==> src/rtl/branch_history_ctrl_pkg.sv <==
// branch_history_ctrl_pkg: checkpoint entry layout and the shared history shift helper
package branch_history_ctrl_pkg;

    localparam int HIST_MAX  = 64;
    localparam int PRED_MAX  = 8;
    localparam int CNT_MAX_W = 4;

    typedef struct packed {
        logic [HIST_MAX-1:0]  hist;
        logic [PRED_MAX-1:0]  taken;
        logic [CNT_MAX_W-1:0] cnt;
    } ckpt_entry_t;

    // Shifts bits[0..count-1] into history, oldest first, so bits[count-1] lands in bit 0
    function automatic logic [HIST_MAX-1:0] shift_in(
        input logic [HIST_MAX-1:0] history,
        input logic [PRED_MAX-1:0] bits,
        input int                  count
    );
        logic [HIST_MAX-1:0] h;
        h = history;
        for (int i = 0; i < PRED_MAX; i++)
            if (i < count) h = {h[HIST_MAX-2:0], bits[i]};
        return h;
    endfunction

endpackage

==> src/rtl/branch_history_ctrl_ring.sv <==
// history_ckpt_ring: checkpoint register file with head/tail/count bookkeeping
module history_ckpt_ring #(
    parameter int DEPTH = 8,
    parameter int ID_W  = $clog2(DEPTH),
    parameter int W     = 8
) (
    input  logic            clk,
    input  logic            rst,
    input  logic            allocEn,
    input  logic [W-1:0]    allocData,
    input  logic            freeEn,
    input  logic            recEn,
    input  logic [ID_W-1:0] recId,
    output logic [W-1:0]    recData,
    output logic [ID_W-1:0] head,
    output logic [ID_W-1:0] tail,
    output logic [ID_W:0]   count,
    output logic            full
);

    logic [W-1:0]    mem [DEPTH];
    logic            doFree;
    logic [ID_W-1:0] headNext;

    assign full     = count == (ID_W+1)'(DEPTH);
    assign doFree   = freeEn && count != '0;
    assign headNext = head + ID_W'(doFree);
    assign recData  = mem[recId];

    // Entry storage; contents only matter once allocated, so no reset
    always_ff @(posedge clk)
        if (allocEn) mem[tail] <= allocData;

    // Recovery trims the ring back to recId (counted from the post-free head); otherwise alloc/free
    always_ff @(posedge clk)
        if (rst) begin
            head  <= '0;
            tail  <= '0;
            count <= '0;
        end else begin
            head  <= headNext;
            tail  <= recEn ? recId + ID_W'(1) : tail + ID_W'(allocEn);
            count <= recEn ? (ID_W+1)'(ID_W'(recId - headNext)) + (ID_W+1)'(1)
                           : count + (ID_W+1)'(allocEn) - (ID_W+1)'(doFree);
        end

endmodule

==> src/rtl/branch_history_ctrl.sv <==
// branch_history_ctrl: speculative/committed global history with checkpointed mispredict recovery
module branch_history_ctrl
    import branch_history_ctrl_pkg::*;
#(
    parameter int HIST_LEN   = 16,
    parameter int NUM_PRED   = 2,
    parameter int NUM_COMMIT = 2,
    parameter int CKPT_DEPTH = 8,
    parameter int CKPT_ID_W  = $clog2(CKPT_DEPTH),
    localparam int CNT_W     = $clog2(NUM_PRED + 1),
    localparam int LANE_W    = NUM_PRED > 1 ? $clog2(NUM_PRED) : 1
) (
    input  logic                  clk,
    input  logic                  rst,
    input  logic                  IN_predValid,
    input  logic [CNT_W-1:0]      IN_predCnt,
    input  logic [NUM_PRED-1:0]   IN_predTaken,
    output logic                  OUT_predReady,
    output logic [CKPT_ID_W-1:0]  OUT_ckptId,
    output logic [HIST_LEN-1:0]   OUT_history,
    input  logic                  IN_recValid,
    input  logic [CKPT_ID_W-1:0]  IN_recId,
    input  logic [LANE_W-1:0]     IN_recLane,
    input  logic                  IN_recTaken,
    input  logic                  IN_ckptFree,
    input  logic [NUM_COMMIT-1:0] IN_commitValid,
    input  logic [NUM_COMMIT-1:0] IN_commitTaken,
    output logic [HIST_LEN-1:0]   OUT_commitHistory,
    output logic [CKPT_ID_W:0]    OUT_ckptCount
);

    localparam int ENTRY_W = HIST_LEN + NUM_PRED + CNT_W;

    logic                 accept;
    logic                 full;
    logic [CKPT_ID_W-1:0] head;
    logic [ENTRY_W-1:0]   recData;
    logic [HIST_LEN-1:0]  recHist;
    logic [NUM_PRED-1:0]  recTakenVec;
    logic [NUM_PRED-1:0]  recBits;
    logic [CNT_W-1:0]     recCnt;
    logic [HIST_LEN-1:0]  historyNext;
    logic [HIST_LEN-1:0]  commitNext;
    int                   commitN;

    assign OUT_predReady = !full && !IN_recValid;
    assign accept        = IN_predValid && OUT_predReady;
    assign {recHist, recTakenVec, recCnt} = recData;

    history_ckpt_ring #(
        .DEPTH(CKPT_DEPTH),
        .ID_W (CKPT_ID_W),
        .W    (ENTRY_W)
    ) ring (
        .clk      (clk),
        .rst      (rst),
        .allocEn  (accept),
        .allocData({OUT_history, IN_predTaken, IN_predCnt}),
        .freeEn   (IN_ckptFree),
        .recEn    (IN_recValid),
        .recId    (IN_recId),
        .recData  (recData),
        .head     (head),
        .tail     (OUT_ckptId),
        .count    (OUT_ckptCount),
        .full     (full)
    );

    // Replay the stored older lanes, with the resolved outcome in the mispredicted lane
    always_comb begin
        recBits             = recTakenVec;
        recBits[IN_recLane] = IN_recTaken;
    end

    // Next speculative history: a recovery restore beats any new bundle
    always_comb
        historyNext = IN_recValid ? HIST_LEN'(shift_in(HIST_MAX'(recHist), PRED_MAX'(recBits), int'(IN_recLane) + 1))
                    : accept      ? HIST_LEN'(shift_in(HIST_MAX'(OUT_history), PRED_MAX'(IN_predTaken), int'(IN_predCnt)))
                    : OUT_history;

    // Committed lanes are contiguous from lane 0, so their count is the shift amount
    always_comb begin
        commitN = 0;
        for (int i = 0; i < NUM_COMMIT; i++) commitN += int'(IN_commitValid[i]);
        commitNext = HIST_LEN'(shift_in(HIST_MAX'(OUT_commitHistory), PRED_MAX'(IN_commitTaken), commitN));
    end

    // Speculative and committed history registers
    always_ff @(posedge clk)
        if (rst) begin
            OUT_history       <= '0;
            OUT_commitHistory <= '0;
        end else begin
            OUT_history       <= historyNext;
            OUT_commitHistory <= commitNext;
        end

    // Upstream protocol: no free when empty, recovery only on a live checkpoint and an occupied lane
    assert property (@(posedge clk) disable iff (rst) IN_ckptFree |-> OUT_ckptCount != '0);
    assert property (@(posedge clk) disable iff (rst)
        IN_recValid |-> (CKPT_ID_W+1)'(CKPT_ID_W'(IN_recId - head)) < OUT_ckptCount);
    assert property (@(posedge clk) disable iff (rst) IN_recValid |-> CNT_W'(IN_recLane) < recCnt);

endmodule
==> config.mk <==
export PLATFORM = sky130hd
export DESIGN_NAME = branch_history_ctrl
export DESIGN_NICKNAME = d
export VERILOG_FILES = /design/src/rtl/branch_history_ctrl_pkg.sv /design/src/rtl/branch_history_ctrl_ring.sv /design/src/rtl/branch_history_ctrl.sv
export SDC_FILE = /design/constraint.sdc
export NUM_CORES = 1
export LEC_CHECK = 0
export ABC_AREA = 1
export ABC_CLOCK_PERIOD_IN_PS = 4200
export BUFFER_PORTS_ARGS = -buffer_cell sky130_fd_sc_hd__buf_2
export CAP_MARGIN = 20
export CORE_ASPECT_RATIO = 0.75
export CORE_UTILIZATION = 60
export DETAILED_ROUTE_END_ITERATION = 12
export PLACE_DENSITY = 0.88
export SLEW_MARGIN = 40
export SYNTH_ARGS = -nofsm -noshare
export SYNTH_HDL_FRONTEND = slang
export SYNTH_SLANG_ARGS = --single-unit
==> constraint.sdc <==
create_clock -name clk -period 4.2 [get_ports clk]
set_input_delay 0.84 -clock clk [delete_from_list [all_inputs] [get_ports clk]]
set_output_delay 0.84 -clock clk [all_outputs]
set_load 0.03 [all_outputs]
Word level (Yosys, flattened, before mapping)
Memories as Yosys holds them, arrays and structs flattened. Cells that the tools add are included.

Register bits: 42. Latch bits: 0. Memory bits (writable): 160. Memory bits (read-only): 0. Input port bits: 18. Output and inout bits: 40. Word-level logic and storage cells: 75. Memories: 1.

$add $sub $neg: 9. Multipliers: 0. Divide/modulo/power cells: 0. Order comparisons: 21. Equality and inequality tests: 1. Shift-type cells: 0. Mux-type cells: 28. Bitwise operators: 0. Reductions and logical operators: 9.

Memories: ring.mem (words 8, width 20, rd ports 1, clocked after memory_dff 0, wr ports 1, line branch_history_ctrl_ring.sv:21) `logic [W-1:0] mem [DEPTH];`.

Operators with widths (count): two-way mux 16 bit (21); < comparator 3 x 2 -> 1 bit (first input constant) (8); < comparator 1 x 2 -> 1 bit (first input constant) (6); < comparator 2 bit (first input constant) (5); adder 3 x 1 -> 3 bit (2); adder 3 x 1 -> 4 bit (second input constant) (1); adder 4 x 1 -> 4 bit (1); == test 4 bit (second input constant) (1); logical AND 1 bit (4); two-way mux 4 bit (1); nonzero test 4 bit (1); subtractor 4 x 1 -> 4 bit (1); adder 3 x 1 -> 3 bit (second input constant) (1); two-way mux 1 bit (3); two-way mux 3 bit (1); subtractor 3 bit (1); adder 1 x 1 -> 2 bit (1); adder 1 x 1 -> 2 bit (second input constant) (1); bitwise mux 2 bit (1); logical NOT 1 bit (2); < comparator 1 x 2 -> 1 bit (second input constant) (1); nonzero test 2 bit (1); OR reduction 2 bit (1); demux 1 bit (select 1 bit) (1); >= comparator 1 bit (second input constant) (1).

Longest topological paths before layout
Gate-level depths: netlist of run 1.

Depth after elaboration: 14. Gate-level depth with buffers: 13. Mapped depth without buffers: 13.

Hierarchy
From an unflattened synthesis of run 1, not the netlist that was laid out.

Cell total of the unflattened synthesis: 1009. Area, all modules: 9414.0 um^2.

Modules (own cells, without submodules): history_ckpt_ring (instances 1, cells each 602, area an instance 7076.8 um^2, sequential area each 5004.8 um^2); branch_history_ctrl (instances 1, cells each 407, area an instance 2337.2 um^2, sequential area each 640.6 um^2).

Worst setup path after synthesis of run 1
Ideal clock, no wire load.

Path type: input-to-reg. Start: in IN_recValid. End: mem ring.mem[4][10] (netlist name), enable pin. Library setup time: 0.409 ns. Arrival time: 2.596 ns. Required time: 3.791 ns. Path slack: 1.195 ns. Stages: 5. Buffers on the path: 1. Path through: buf_2 > inv_2 > nand3_2 > or2_2 > nor3_1.

Longest elaborated chain between the ends: 5.

RTL lines: start, declared (line branch_history_ctrl.sv:21) `input logic IN_recValid,`; logical NOT 1 bit (line branch_history_ctrl.sv:46) `assign OUT_predReady = !full && !IN_recValid;`; logical AND 1 bit (line branch_history_ctrl.sv:46); logical AND 1 bit (line branch_history_ctrl.sv:47) `assign accept = IN_predValid && OUT_predReady;`; two-way mux 1 bit (line branch_history_ctrl_ring.sv:32) `if (allocEn) mem[tail] <= allocData;`; two-way mux 1 bit (not written as such) (line branch_history_ctrl_ring.sv:32); end, declared (line branch_history_ctrl_ring.sv:21).

Every way passes these cells.

Final worst setup path of run 1
Start: in IN_recValid. End: reg ring.count[2].

Longest elaborated chain between the ends: 6.

RTL lines: logical NOT 1 bit (line branch_history_ctrl.sv:46); logical AND 1 bit (line branch_history_ctrl.sv:46); logical AND 1 bit (line branch_history_ctrl.sv:47); adder 4 x 1 -> 4 bit (line branch_history_ctrl_ring.sv:44) `: count + (ID_W+1)'(allocEn) - (ID_W+1)'(doFree);`; subtractor 4 x 1 -> 4 bit (line branch_history_ctrl_ring.sv:44); two-way mux 4 bit (*) (line branch_history_ctrl_ring.sv:43) `count <= recEn ? (ID_W+1)'(ID_W'(recId - headNext)) + (ID_W+1)'(1)`; end signal, assigned (line branch_history_ctrl_ring.sv:43); end, declared (line branch_history_ctrl_ring.sv:17) `output logic [ID_W:0] count,`.

Every way passes the cells marked *; elsewhere a longest branch is shown, timed or not. A chain may end at the register's enable or synchronous reset.

==> results of run 1 <==
[worst max-delay path, stage by stage]
cell,delay (ps)
buf_2,250
inv_2,270
nand3_2,290
inv_2,250
ha_1,200
inv_1,60
fa_1,370
xnor2_1,130
o21ai_0,130
o21bai_1,140
inv_1,50
[logic make-up after synthesis]
kind of cell	count (synthesis)	share of synthesized area, %
AOI/OAI and AO/OA	123	8.11
muxes	1	0.123
and+or+nand+nor	442	22.3
DFF	170	57.4
buffers and inverters	160	8.40
adders and majority gates	18	2.94
xor gates and xnor gates	6	0.644
[per-layer routing]
layer / routed length, um / share of wire, % / vias up
met5: 0 / 0 / -
met4: 520 / 2.7 / 0
met3: 2340 / 12 / 61
met2: 8480 / 43 / 442
met1: 8160 / 42 / 3106
li1: - / - / 3111
[state kept, by name, summed over array words and instances (netlist names)]
| signal | count |
|---|---|
| OUT_history | 16 |
| OUT_commitHistory | 16 |
| ring.tail | 3 |
| ring.mem | 128 |
| ring.head | 3 |
| ring.count | 4 |
[power by group through the flow]
| stage | clock network (uW) | registers (uW) | logic (uW) |
|---|---|---|---|
| after floorplan | 0 | 2090 | 451 |
| after global placement | 0 | 2020 | 691 |
| after detailed placement | 0 | 2020 | 712 |
| after CTS | 1470 | 1990 | 722 |
| after global routing | 1550 | 2000 | 820 |
| final | 1470 | 1990 | 730 |
[per-stage QoR]
step / power, uW / std cells / hold WS (ps) / cell area [um2] / utilization (%)
2_1_floorplan: 2540 / 920 / 489 / 8160 / -
3_3_place_gp: 2710 / 1116 / 486 / 8520 / 65.0
3_5_place_dp: 2740 / 1116 / 482 / 8520 / 65.0
4_1_cts: 4190 / 1147 / 503 / 9070 / 69.2
5_1_grt: 4370 / 1147 / 538 / 9070 / 69.2
6_report: 4200 / 1147 / 514 / 9070 / 69.2
[cell type report]
cell class | instances | share of cell area [%]
sequential | 170 | 51.7
multi-input combinational | 590 | 30.9
inverter | 114 | 4.75
clock buffer | 18 | 4.73
timing repair buffer | 71 | 4.31
tap | 171 | 2.36
clock inverter | 13 | 1.32
[placed cells by master (no fill, tap or decap), drive strengths merged, types with 10 or more instances in the layout]
master,count
o21ai,72
a21oi,32
nor3,10
nand3,98
nor2,88
ha,16
clkbuf,18
edfxtp,128
dfxtp,42
nand2,238
buf,71
inv,117
[worst paths after layout]
path	start	to	slack (ps)	cells past startpoint
setup / recovery	IN_recValid	ring.count[2]	1520	11
hold / removal	OUT_commitHistory[15]	OUT_commitHistory[15]	510	2
setup reg to reg	ring.count[2]	ring.count[1]	1590	10
hold reg to reg	OUT_commitHistory[15]	OUT_commitHistory[15]	510	2
==> flow_metrics.env, run 1 <==
export IMPL_hp_class="flop to flop"
export IMPL_antenna_found_initial=0
export IMPL_synth_top_area_share_pct=47.1
export IMPL_gp_congestion=0.898
export IMPL_h_tree_depth=4
export IMPL_power_frac_clock_pct=35.1
export IMPL_grt_pass1_wl_um=30600
export IMPL_max_freq_ghz=0.373
export IMPL_startpoint_type="input port"
export IMPL_grtUsageMet3_pct=8.75
export IMPL_synth_edf_count=128
export IMPL_synth_cell_area_um2=8160
export IMPL_busiest_layer="met2"
export IMPL_fillCellCount=928
export IMPL_clk_pin_slew_ps=60
export IMPL_finalCritPeriodShare_pct=63.8
export IMPL_dp_hpwl_um=12200
export IMPL_synth_most_common_cell="nand2_1"
export IMPL_routed_wl_um=19500
export IMPL_cts_hold_buf=0
export IMPL_switching_power_uw=1230
export IMPL_slew_headroom_pct=50.6
export IMPL_clockBufferDepth=2
export IMPL_clock_sinks=170
export IMPL_multi_input_area_um2=2800
export IMPL_design_die_area_um2=14100
export IMPL_netSwitchingFraction_pct=29.3
export IMPL_cts_resized=0
export IMPL_grt_pass1_vias=6016
export IMPL_cts_tree="done"
export IMPL_cp_required_ps=4520
export IMPL_drtIter0Drc=835
export IMPL_met2_usage_pct=43.1
export IMPL_yosys_area_top_type="edfxtp_1"
export IMPL_final_max_slew_viol_count=0
export IMPL_tightest_slew_ps=736
export IMPL_root_buffer="clkbuf_16"
export IMPL_syn_area_per_cell_um2=8.87
export IMPL_pwr_share_seq_pct=47.5
export IMPL_period_minus_slack_ps=2680
export IMPL_fin_setup_tns_ps=0
export IMPL_worstSetupPathType="input port to flop"
export IMPL_syn_num_nets=956
export IMPL_grt_met1_usage_pct=41.8
export IMPL_insertion_delay_ps=430
export IMPL_fin_skew_ps=5.56
export IMPL_fin_nets=1000
export IMPL_routed_via_density=5.86
export IMPL_cts_buffers=17
export IMPL_yosys_most_used_dff="edfxtp_1"
export IMPL_overflow=0
export IMPL_async_flop_share_pct=0
export IMPL_synth_seq_cells=170
export IMPL_num_vias=6720
export IMPL_yosys_cell_types_count=37
export IMPL_post_cts_setup_buffer_count=0
export IMPL_drive_gt1_share_pct=11.9
export IMPL_wire_per_inst_um=17.0
export IMPL_hold_viol=0
export IMPL_syn_to_final_growth_pct=11.1
export IMPL_crit_path_max_fanout=25
export IMPL_die_w_um=137
export IMPL_synthTopCellsByArea="edfxtp_1, nand2_1, dfxtp_1"
export IMPL_grt_usage_pct=29.6
export IMPL_setup_slack_ps=1520
export IMPL_die_h_um=103
export IMPL_dp_worst_setup_slack_ps=1140
export IMPL_final_seq_area_um2=4680
export IMPL_drv_cap=0
export IMPL_power_density_nw_per_um2=463
export IMPL_yosys_warnings=0
export IMPL_io_pins=58
export IMPL_port_buffers=57
export IMPL_synth_common_cells="nand2_1, edfxtp_1, inv_1, nand3_1, nor2_1"
export IMPL_power_combinational_fraction_pct=17.4
export IMPL_internal_power_uw=2970
export IMPL_num_rows=36
export IMPL_antenna_cells=0
export IMPL_start_util_pct=62.2
export IMPL_p_leak_uw=0.00403
export IMPL_coreArea_um2=13100
export IMPL_cp_end_kind="flop"
export IMPL_outcome="finished, final reports clean"
export IMPL_final_setup_viol_count=0
export IMPL_vdd_drop_max_uv=345
export IMPL_synth_seq_area_share_pct=57.4
export IMPL_synthCells=920
export IMPL_final_antenna_net_count=0
export IMPL_drc_errors=0
export IMPL_dr_pass1_iters=6
export IMPL_cp_arrival_ps=3000
export IMPL_grt_start_max_net_pins=69
export IMPL_rsz0062_at_grt="no"
Note: power is estimated with default switching activity, not from simulation.
==> run 2: changes to the inputs <==
--- a/config.mk
+++ b/config.mk
@@ -6,7 +6,7 @@
 export NUM_CORES = 1
 export LEC_CHECK = 0
 export ABC_AREA = 1
-export ABC_CLOCK_PERIOD_IN_PS = 4200
+export ABC_CLOCK_PERIOD_IN_PS = 2600
 export BUFFER_PORTS_ARGS = -buffer_cell sky130_fd_sc_hd__buf_2
 export CAP_MARGIN = 20
 export CORE_ASPECT_RATIO = 0.75
==> constraint.sdc (replaced) <==
create_clock -name clk -period 2.6 [get_ports clk]
set_input_delay 0.52 -clock clk [delete_from_list [all_inputs] [get_ports clk]]
set_output_delay 0.52 -clock clk [all_outputs]
set_load 0.03 [all_outputs]
==> run 2 against run 1 <==
Via count shrank 1.4%. Register-to-register slack lost 1400 ps. Worst hold slack lost 160 ps. Flip-flop and latch count unchanged. Clock power rose by 73%. Critical endpoint unchanged. Largest power group unchanged.
==> flow_metrics.env, run 2 (synthesis results as in run 1) <==
export IMPL_final_max_slew_viol_count=0
export IMPL_netSwitchingFraction_pct=28.4
export IMPL_drc_errors=0
export IMPL_grt_start_max_net_pins=69
export IMPL_wire_per_inst_um=17.0
export IMPL_clockBufferDepth=2
export IMPL_fin_skew_ps=8.88
export IMPL_worstSetupPathType="flop to flop"
export IMPL_cp_arrival_ps=2750
export IMPL_final_setup_viol_count=0
export IMPL_root_buffer="clkbuf_16"
export IMPL_insertion_delay_ps=430
export IMPL_power_frac_clock_pct=36.5
export IMPL_num_rows=36
export IMPL_regMostFlops="ring.mem"
export IMPL_p_leak_uw=0.00411
export IMPL_drv_cap=0
export IMPL_dp_hpwl_um=12800
export IMPL_whs_ps=357
export IMPL_hold_viol=0
export IMPL_fin_nets=1011
export IMPL_gp_congestion=0.904
export IMPL_cts_tree="done"
export IMPL_fin_setup_tns_ps=0
export IMPL_pwr_share_seq_pct=46.1
export IMPL_utilization_pct=70.2
export IMPL_overflow=0
export IMPL_crit_path_max_fanout=3
export IMPL_clock_sinks=170
export IMPL_post_cts_setup_buffer_count=0
export IMPL_power_combinational_fraction_pct=17.4
export IMPL_grt_pass1_wl_um=30600
export IMPL_design_die_area_um2=14100
export IMPL_crit_chain="inv_1 -> ha_1 -> a21boi_2 -> ha_1 -> ha_1 -> inv_1 -> fa_1 -> xor2_1 -> xnor2_1 -> nor2_1 -> o21bai_1 -> inv_1"
export IMPL_grt_usage_pct=29.8
export IMPL_grt_pass1_vias=5913
export IMPL_startpoint_type="flop"
export IMPL_die_h_um=103
export IMPL_hp_class="input port to flop"
export IMPL_routed_via_density=5.72
export IMPL_cp_end_kind="flop"
export IMPL_fillCellCount=958
export IMPL_max_stage_delay_ps=420
export IMPL_final_cell_mix="nand2_1, edfxtp_1, inv_1"
export IMPL_final_antenna_net_count=0
export IMPL_routed_wl_um=19800
export IMPL_internal_power_uw=5000
export IMPL_h_tree_depth=4
export IMPL_io_pins=58
export IMPL_tightest_slew_ps=755
export IMPL_power_density_nw_per_um2=758
export IMPL_cts_buffers=17
export IMPL_final_seq_area_um2=4680
export IMPL_num_vias=6628
export IMPL_cp_required_ps=2920
export IMPL_rsz0062_at_grt="no"
export IMPL_max_freq_ghz=0.411
export IMPL_largest_reg_flops=128
export IMPL_power_total_uw=6980
export IMPL_clk_pin_slew_ps=60
export IMPL_drive_gt1_share_pct=13.3
export IMPL_cts_hold_buf=0
export IMPL_top_regs="ring.mem: 128 flops, OUT_commitHistory: 16 flops, OUT_history: 16 flops"
export IMPL_multi_input_area_um2=2800
export IMPL_switching_power_uw=1980
export IMPL_dr_pass1_iters=7
export IMPL_finalCritPeriodShare_pct=93.6
export IMPL_start_util_pct=62.2
export IMPL_syn_to_final_growth_pct=12.8
export IMPL_drtIter0Drc=947
export IMPL_die_w_um=137
export IMPL_antenna_found_initial=0
export IMPL_coreArea_um2=13100
export IMPL_critPathSlowestCell="fa_1"
export IMPL_outcome="finished, final reports clean"
export IMPL_vdd_drop_max_uv=559
export IMPL_period_minus_slack_ps=2430
export IMPL_final_common_cell="nand2_1"
export IMPL_antenna_cells=0
export IMPL_port_buffers=57
export IMPL_slew_headroom_pct=49.6
## run 2: changes by cell type in the layout (fill, tap and decap cells not counted)
cell        previous run  this run
inv_8                  2         0
nor2_2                 1         2
clkinvlp_4             3         4
a21boi_0               1         0
nor2_1                87        86
inv_6                  2         3
a21boi_2               0         1
clkbuf_1               1         0
buf_4                 14        25
bufinv_16              1         3
## run 2: worst paths after layout
kind | endpoint | depth (start not counted) | slack, ps | startpoint
hold / removal | OUT_commitHistory[0] | 3 | 360 | IN_commitTaken[1]
hold reg to reg | OUT_commitHistory[15] | 2 | 510 | OUT_commitHistory[15]
setup / recovery | ring.count[2] | 12 | 170 | ring.count[2]
setup reg to reg | ring.count[2] | 12 | 170 | ring.count[2]
## run 2: power groups by stage
| stage | registers, uW | clock network [uW] | logic, uW |
|---|---|---|---|
| 4_1_cts | 3220 | 2570 | 1190 |
| 6_report | 3220 | 2550 | 1210 |
| 2_1_floorplan | 3370 | 0 | 730 |
| 3_5_place_dp | 3270 | 0 | 1180 |
| 3_3_place_gp | 3260 | 0 | 1130 |
| 5_1_grt | 3240 | 2690 | 1350 |
## run 2: cell type report
class / instances / area share, %
Sequential cell: 170 / 50.9
Multi-Input combinational cell: 590 / 30.5
Timing Repair Buffer: 82 / 5.14
Inverter: 114 / 4.68
Clock buffer: 17 / 4.62
Tap cell: 171 / 2.32
Clock inverter: 15 / 1.89
## run 2: worst max-delay path: cells and delay by family, from the launching register on
| family | cells | cell delay [ps] |
|---|---|---|
| compound gates | 2 | 220 |
| simple gates | 1 | 70 |
| fa+ha+maj | 4 | 1090 |
| buf+inv | 3 | 230 |
| flops | 1 | 310 |
| xor+xnor | 2 | 410 |
## run 2: stage by stage
step	area, um2	setup slack, ps	cells
after floorplan	8170	61.5	920
after global placement	8600	186	1127
after detailed placement	8600	83.0	1127
after CTS	9200	47.8	1159
after global routing	9210	22.1	1159
final	9210	167	1159
## run 2: timing repair
item / CTS / global route
hold endpoints to repair: 0 / 0
endpoints found under the setup margin: 0 / 3
resized for setup: 0 / 2
## run 2: layer usage
| layer | track usage (%) | share of wire, % | up-vias |
|---|---|---|---|
| met2 | 44.7 | 44 | 384 |
| met4 | 12.1 | 2.4 | 0 |
| met1 | 40.5 | 41 | 3050 |
| met5 | 0 | 0 | - |
| met3 | 8.95 | 12 | 43 |
| li1 | - | - | 3151 |
